### src/rtl/i2c_target_regfile.sv
// i2c_target_regfile: I2C target with a 2^REG_AW x 8 register file, auto-incrementing pointer, no clock stretching
module i2c_target_regfile #(
  parameter logic [6:0] DEV_ADDR = 7'h39,
  parameter int         REG_AW   = 8,
  parameter int         FILT_LEN = 4
) (
  input  logic              clk,
  input  logic              rstn,
  input  logic              scl_i,
  input  logic              sda_i,
  output logic              sda_oe,
  output logic              wr_valid,
  output logic [REG_AW-1:0] wr_addr,
  output logic [7:0]        wr_data,
  output logic              busy,
  input  logic [REG_AW-1:0] host_raddr,
  output logic [7:0]        host_rdata
);
  localparam int HW = FILT_LEN - 1;

  typedef enum logic [2:0] {IDLE, ADDR, PTR, WR, RD, IGNORE} state_t;

  state_t              st, nxt;
  logic [1:0]          scl_sy, sda_sy;
  logic [HW-1:0]       scl_h, sda_h;
  logic                scl_f, sda_f, scl_q, sda_q;
  logic                start, stop, rise, fall, hit, wr_en, mack;
  logic [3:0]          cnt;
  logic [7:0]          sr, tx, rd_byte;
  logic [REG_AW-1:0]   ptr;
  logic [7:0]          regs [2**REG_AW];

  assign rise       = scl_f & ~scl_q;
  assign fall       = ~scl_f & scl_q;
  assign start      = scl_f & scl_q & sda_q & ~sda_f;
  assign stop       = scl_f & scl_q & ~sda_q & sda_f;
  assign hit        = (sr[7:1] == DEV_ADDR) && (|sr[7:1]);
  assign wr_en      = (st == WR) && fall && (cnt == 4'd8);
  assign rd_byte    = regs[ptr];
  assign host_rdata = regs[host_raddr];

  // Synchronise both pins, then only accept a level after FILT_LEN equal samples
  always_ff @(posedge clk or negedge rstn) begin
    if (!rstn) begin
      scl_sy <= 2'b11;
      sda_sy <= 2'b11;
      scl_h  <= '1;
      sda_h  <= '1;
      scl_f  <= 1'b1;
      sda_f  <= 1'b1;
      scl_q  <= 1'b1;
      sda_q  <= 1'b1;
    end else begin
      scl_sy <= {scl_sy[0], scl_i};
      sda_sy <= {sda_sy[0], sda_i};
      scl_h  <= HW'({scl_h, scl_sy[1]});
      sda_h  <= HW'({sda_h, sda_sy[1]});
      scl_f  <= (&{scl_h, scl_sy[1]}) ? 1'b1 : (~|{scl_h, scl_sy[1]}) ? 1'b0 : scl_f;
      sda_f  <= (&{sda_h, sda_sy[1]}) ? 1'b1 : (~|{sda_h, sda_sy[1]}) ? 1'b0 : sda_f;
      scl_q  <= scl_f;
      sda_q  <= sda_f;
    end
  end

  // Protocol state register
  always_ff @(posedge clk or negedge rstn) begin
    if (!rstn) st <= IDLE;
    else       st <= nxt;
  end

  // Next state: STOP/START override everything, otherwise advance at byte/ack boundaries
  always_comb begin
    nxt = st;
    if (stop)
      nxt = IDLE;
    else if (start)
      nxt = ADDR;
    else if (fall && st == ADDR && cnt == 4'd8 && !hit)
      nxt = IGNORE;
    else if (fall && cnt == 4'd9)
      case (st)
        ADDR:    nxt = sr[0] ? RD : PTR;
        PTR:     nxt = WR;
        RD:      nxt = mack ? RD : IGNORE;
        default: nxt = st;
      endcase
  end

  // Bit counter, shifters, pointer, ACK/data drive; cnt 8 = ack slot pending, 9 = ack slot clocked
  always_ff @(posedge clk or negedge rstn) begin
    if (!rstn) begin
      cnt      <= '0;
      sr       <= '0;
      tx       <= '0;
      mack     <= 1'b0;
      ptr      <= '0;
      sda_oe   <= 1'b0;
      busy     <= 1'b0;
      wr_valid <= 1'b0;
      wr_addr  <= '0;
      wr_data  <= '0;
    end else begin
      wr_valid <= 1'b0;
      if (start || stop) begin
        cnt    <= '0;
        sda_oe <= 1'b0;
        if (stop) busy <= 1'b0;
      end else if (rise && cnt < 4'd9) begin
        cnt <= cnt + 4'd1;
        if (cnt < 4'd8) sr <= {sr[6:0], sda_f};
        if (st == RD && cnt == 4'd8) begin
          mack <= ~sda_f;
          ptr  <= ptr + 1'b1;
        end
      end else if (fall && cnt == 4'd8) begin
        case (st)
          ADDR: begin
            sda_oe <= hit;
            busy   <= busy | hit;
          end
          PTR: begin
            ptr    <= REG_AW'(sr);
            sda_oe <= 1'b1;
          end
          WR: begin
            wr_valid <= 1'b1;
            wr_addr  <= ptr;
            wr_data  <= sr;
            ptr      <= ptr + 1'b1;
            sda_oe   <= 1'b1;
          end
          default: sda_oe <= 1'b0;
        endcase
      end else if (fall && cnt == 4'd9) begin
        cnt <= '0;
        if ((st == ADDR && sr[0]) || (st == RD && mack)) begin
          sda_oe <= ~rd_byte[7];
          tx     <= {rd_byte[6:0], 1'b0};
        end else begin
          sda_oe <= 1'b0;
        end
      end else if (fall && st == RD && cnt != 4'd0) begin
        sda_oe <= ~tx[7];
        tx     <= {tx[6:0], 1'b0};
      end
    end
  end

  // Register file; cleared by reset, written at the end of each WR data byte
  always_ff @(posedge clk or negedge rstn) begin
    if (!rstn)
      for (int i = 0; i < 2**REG_AW; i++) regs[i] <= '0;
    else if (wr_en)
      regs[ptr] <= sr;
  end
endmodule

### config.mk
export PLATFORM = sky130hd
export DESIGN_NAME = i2c_target_regfile
export DESIGN_NICKNAME = d
export VERILOG_FILES = /design/src/rtl/i2c_target_regfile.sv
export SDC_FILE = /design/constraint.sdc
export NUM_CORES = 2
export LEC_CHECK = 0
export ABC_AREA = 0
export CORE_ASPECT_RATIO = 0.6
export CORE_MARGIN = 4
export CORE_UTILIZATION = 35
export CTS_CLUSTER_SIZE = 20
export DETAILED_ROUTE_END_ITERATION = 6
export PLACE_DENSITY = 0.54
export SYNTH_ARGS = -nofsm -noshare
export SYNTH_HDL_FRONTEND = slang
export SYNTH_SLANG_ARGS = --single-unit
### constraint.sdc
create_clock -name clk -period 10 [get_ports clk]
set_input_delay 1 -clock clk [delete_from_list [all_inputs] [get_ports clk]]
set_output_delay 1 -clock clk [all_outputs]
set_load 0.1 [all_outputs]
==> results.sh <==
export IMPL_regArea_um2=52900
export IMPL_worst_path_max_fanout=54
export IMPL_crit_end="host_rdata[7]"
export IMPL_gp_congestion=0.939
export IMPL_synth_area_um2=113000
export IMPL_path_cells="buf_8, buf_4, mux4_2, mux4_2, mux2i_1, a22oi_1, and4_1, clkdlybuf4s50_1"
export IMPL_cts_buffer_depth=4
export IMPL_leakagePower_nw=54.1
export IMPL_cpPeakStageDelay_ns=1.07
export IMPL_synth_yosys_seq_area_share=0.466
export IMPL_r2r_start="ptr[0]"
export IMPL_cp_required_ns=9.00
export IMPL_worstPathArrival_ns=6.27
export IMPL_syn_num_nets=7089
export IMPL_core_area_um2=322000
export IMPL_synth_simple_area_share=0.0346
export IMPL_ys_seq_elements=2112
export IMPL_critical_path_startpoint_type="input pin"
export IMPL_fill_cells=29514
export IMPL_hold_path_class="input pin to async pin"
export IMPL_critPathSlowestCell="mux2i_1"
export IMPL_cts_sinks=2112
export IMPL_final_nets=6896
export IMPL_syn_avg_cell_area_um2=16.0
export IMPL_synth_compound_area_frac=0.0168
export IMPL_crit_type="input pin to primary output"
export IMPL_dr_pass1_iters=6
export IMPL_synth_xor_area_share=0.000154
export IMPL_synth_edff_count=0
export IMPL_period_needed_ns=7.27
export IMPL_wl_met3_um=52600
export IMPL_violations="capacitance limit, slew limit"
export IMPL_die_area_um2=333000
export IMPL_ctsResizeCount=0
export IMPL_drtIter0Drc=8396
export IMPL_path_buf_inv=3
export IMPL_row_count=161
export IMPL_htreeDepth=4
export IMPL_synth_distinct_cells=74
export IMPL_slew_viol_final=1
export IMPL_design_area_um2=126000
export IMPL_rsz0062_at_grt="false"
export IMPL_wl_met2_um=163000
export IMPL_path_common_cell="mux4_2"
export IMPL_cts_setup_buffers=0
export IMPL_numCtsBuffers=210
export IMPL_post_dp_cell_area_um2=118000
export IMPL_clkSlewWorstSetupHoldPaths_ns=0.06
export IMPL_max_cap_violations=1
export IMPL_antenna_found_initial=29
export IMPL_routed_top_layer="met5"
export IMPL_regToRegSetupSlack_ns=4.15
export IMPL_cp_depth=8
export IMPL_fp_dieH_um=449
export IMPL_area_growth_pct=10.7
export IMPL_io_pins=39
export IMPL_status="finished with violations"
export IMPL_reg2reg_to="tx[7]"
export IMPL_clockRootBuffer="clkbuf_16"
export IMPL_drc=0
export IMPL_endpoint_kind="primary output"
export IMPL_setup_violations=0
export IMPL_synth_adder_area_share=0.000772
export IMPL_grt_max_degree=184
export IMPL_layout_drive_gt1_share=0.581
export IMPL_drt_wl_total_um=415000
export IMPL_final_setup_tns_ns=0
export IMPL_yosysWarnings=0
export IMPL_fmax_mhz=137
export IMPL_max_vdd_ir_drop_uv=221
export IMPL_rr_worst_depth=8
export IMPL_die_w_um=743
export IMPL_synthFlopType="dfrtp_1"
export IMPL_worstSkewPairLatency_ns=0.92
export IMPL_max_slew_margin_rel=-0.00866
export IMPL_cp_startpoint="host_raddr[0]"
export IMPL_grt_ovfl_total=0
export IMPL_ctsHoldBuffers=0
export IMPL_power_density_nw_per_um2=148
export IMPL_postSynthCellCount=7070
export IMPL_tightest_slew_ns=1.47
export IMPL_grt_pass1_wl_um=586000
export IMPL_ys_async_sr_fraction=1.00
export IMPL_wire_per_inst_um=36.4
export IMPL_cpLargestDelayFamily="multiplexers"
export IMPL_fin_crit_sh=0.727
export IMPL_cts_tree="yes"
export IMPL_hold_viol=0
export IMPL_synth_top_family_by_area="multiplexers"
export IMPL_multi_input_area_um2=57900
export IMPL_vias_per_cell=6.27
export IMPL_place_hpwl_um=277000
export IMPL_start_util=0.352
export IMPL_first_global_vias=71323
export IMPL_grt_usage=0.246
export IMPL_synthMuxAreaShare=0.457
export IMPL_postRouteAntennaNets=0
export IMPL_num_vias=71423
export IMPL_wl_met1_um=188000
export IMPL_portBuffers=38
export IMPL_skew_ns=0.0640
per-stage QoR:
| step | instances | setup slack, ns | total power, W | utilization | hold slack [ns] |
|---|---|---|---|---|---|
| 4_1_cts | 11356 | 2.97 | 0.0187 | 0.390 | 0.0736 |
| 2_1_floorplan | 7070 | 4.15 | 0.00961 | - | 0.345 |
| 3_3_place_gp | 10983 | 2.94 | 0.0103 | 0.368 | 0.346 |
| 6_report | 11386 | 2.73 | 0.0186 | 0.390 | 0.0660 |
| 5_1_grt | 11358 | 2.68 | 0.0192 | 0.390 | 0.0954 |
| 3_5_place_dp | 10984 | 2.98 | 0.0103 | 0.368 | 0.347 |
worst min-delay path by stage:
| stage | endpoint | slack, ns | startpoint |
|---|---|---|---|
| 2_1_floorplan | scl_sy[1] | 0.35 | scl_sy[0] |
| 3_3_place_gp | sda_sy[1] | 0.35 | sda_sy[0] |
| 3_5_place_dp | scl_sy[1] | 0.35 | scl_sy[0] |
| 4_1_cts | regs[2019] | 0.07 | rstn |
| 5_1_grt | regs[2019] | 0.1 | rstn |
| 6_report | regs[1746] | 0.07 | rstn |
final cells by class:
cell class	instances	area share
diodes	30	0.000598
clock buffers	312	0.0502
clock inverters	60	0.00567
inverters	12	0.000419
multi-input cells	4321	0.461
flip-flops and latches	2112	0.422
well taps	4319	0.0431
repair buffers	220	0.0170
routing by layer:
metal | vias to the layer above | global-route usage
li1 | 27384 | -
met1 | 39988 | 0.368
met2 | 3456 | 0.318
met3 | 583 | 0.111
met4 | 12 | 0.0615
met5 | - | 0.0106
power by group:
group | internal, W | total, W | leakage, nW | switching (W)
Clock | 0.00473 | 0.00839 | 3.49 | 0.00366
Combinational | 0.000257 | 0.00148 | 21.2 | 0.00122
Sequential | 0.00857 | 0.00873 | 29.4 | 0.000157
Total | 0.0136 | 0.0186 | 54.1 | 0.00504
flip-flops by register name (all words and copies together), names as in the netlist, 2 cells and up:
register  count
ptr           8
scl_h         3
cnt           4
wr_data       8
sda_h         3
st            3
sda_sy        2
sr            8
regs       2048
tx            7
wr_addr       8
scl_sy        2
kinds of logic (layout without fill, tap and decap cells):
| group | after synthesis | in the layout |
|---|---|---|
| mux | 3434 | 3434 |
| compound gates | 277 | 277 |
| xor+xnor | 2 | 2 |
| fa+ha+maj | 7 | 7 |
| flops | 2112 | 2112 |
| simple gates | 601 | 601 |
| other cells | 0 | 30 |
| buf+inv | 637 | 604 |
synthesized netlist by cell type (all sizes together) (10+ instances only):
| master | number | share of area |
|---|---|---|
| nor4 | 17 | 0.00099 |
| mux4 | 1184 | 0.24 |
| buf | 244 | 0.012 |
| nor3 | 23 | 0.0010 |
| clkbuf | 381 | 0.013 |
| nand4 | 15 | 0.00083 |
| nor2b | 17 | 0.00094 |
| nor2 | 300 | 0.020 |
| a22oi | 76 | 0.0050 |
| nor3b | 10 | 0.00066 |
| dfrtp | 2098 | 0.46 |
| o21ai | 30 | 0.0013 |
| dfstp | 14 | 0.0032 |
| nand2 | 119 | 0.0039 |
| a21oi | 56 | 0.0025 |
| mux2i | 164 | 0.014 |
| a211oi | 10 | 0.00066 |
| inv | 12 | 0.00040 |
| nand3 | 56 | 0.0031 |
| o22ai | 27 | 0.0015 |
| mux2 | 2086 | 0.21 |
cells in the final DEF, fill, tap and decap left out, drive strengths merged, types with 14 or more instances in the layout:
master	Yosys	final
mux2	2086	2086
inv	12	17
buf	244	189
nor3	23	23
diode	0	30
nor2b	17	17
clkinv	0	39
nor4	17	17
bufinv	0	15
mux4	1184	1184
a22oi	76	76
a21oi	56	56
clkdlybuf4s50	0	31
nand2	119	119
nand4	15	15
dfstp	14	14
nor2	300	300
dfrtp	2098	2098
clkbuf	381	312
mux2i	164	164
o22ai	27	27
nand3	56	56
o21ai	30	30
worst reg2reg max path: cells and delay by family, from the launching register on:
family,cells,cell delay [ns]
buffers and inverters,1,0.77
AOI/OAI and AO/OA,4,1.79
and+or+nand+nor,1,0.84
DFF,1,0.90
muxes,2,1.36
Power figures use the tool's default switching activity.
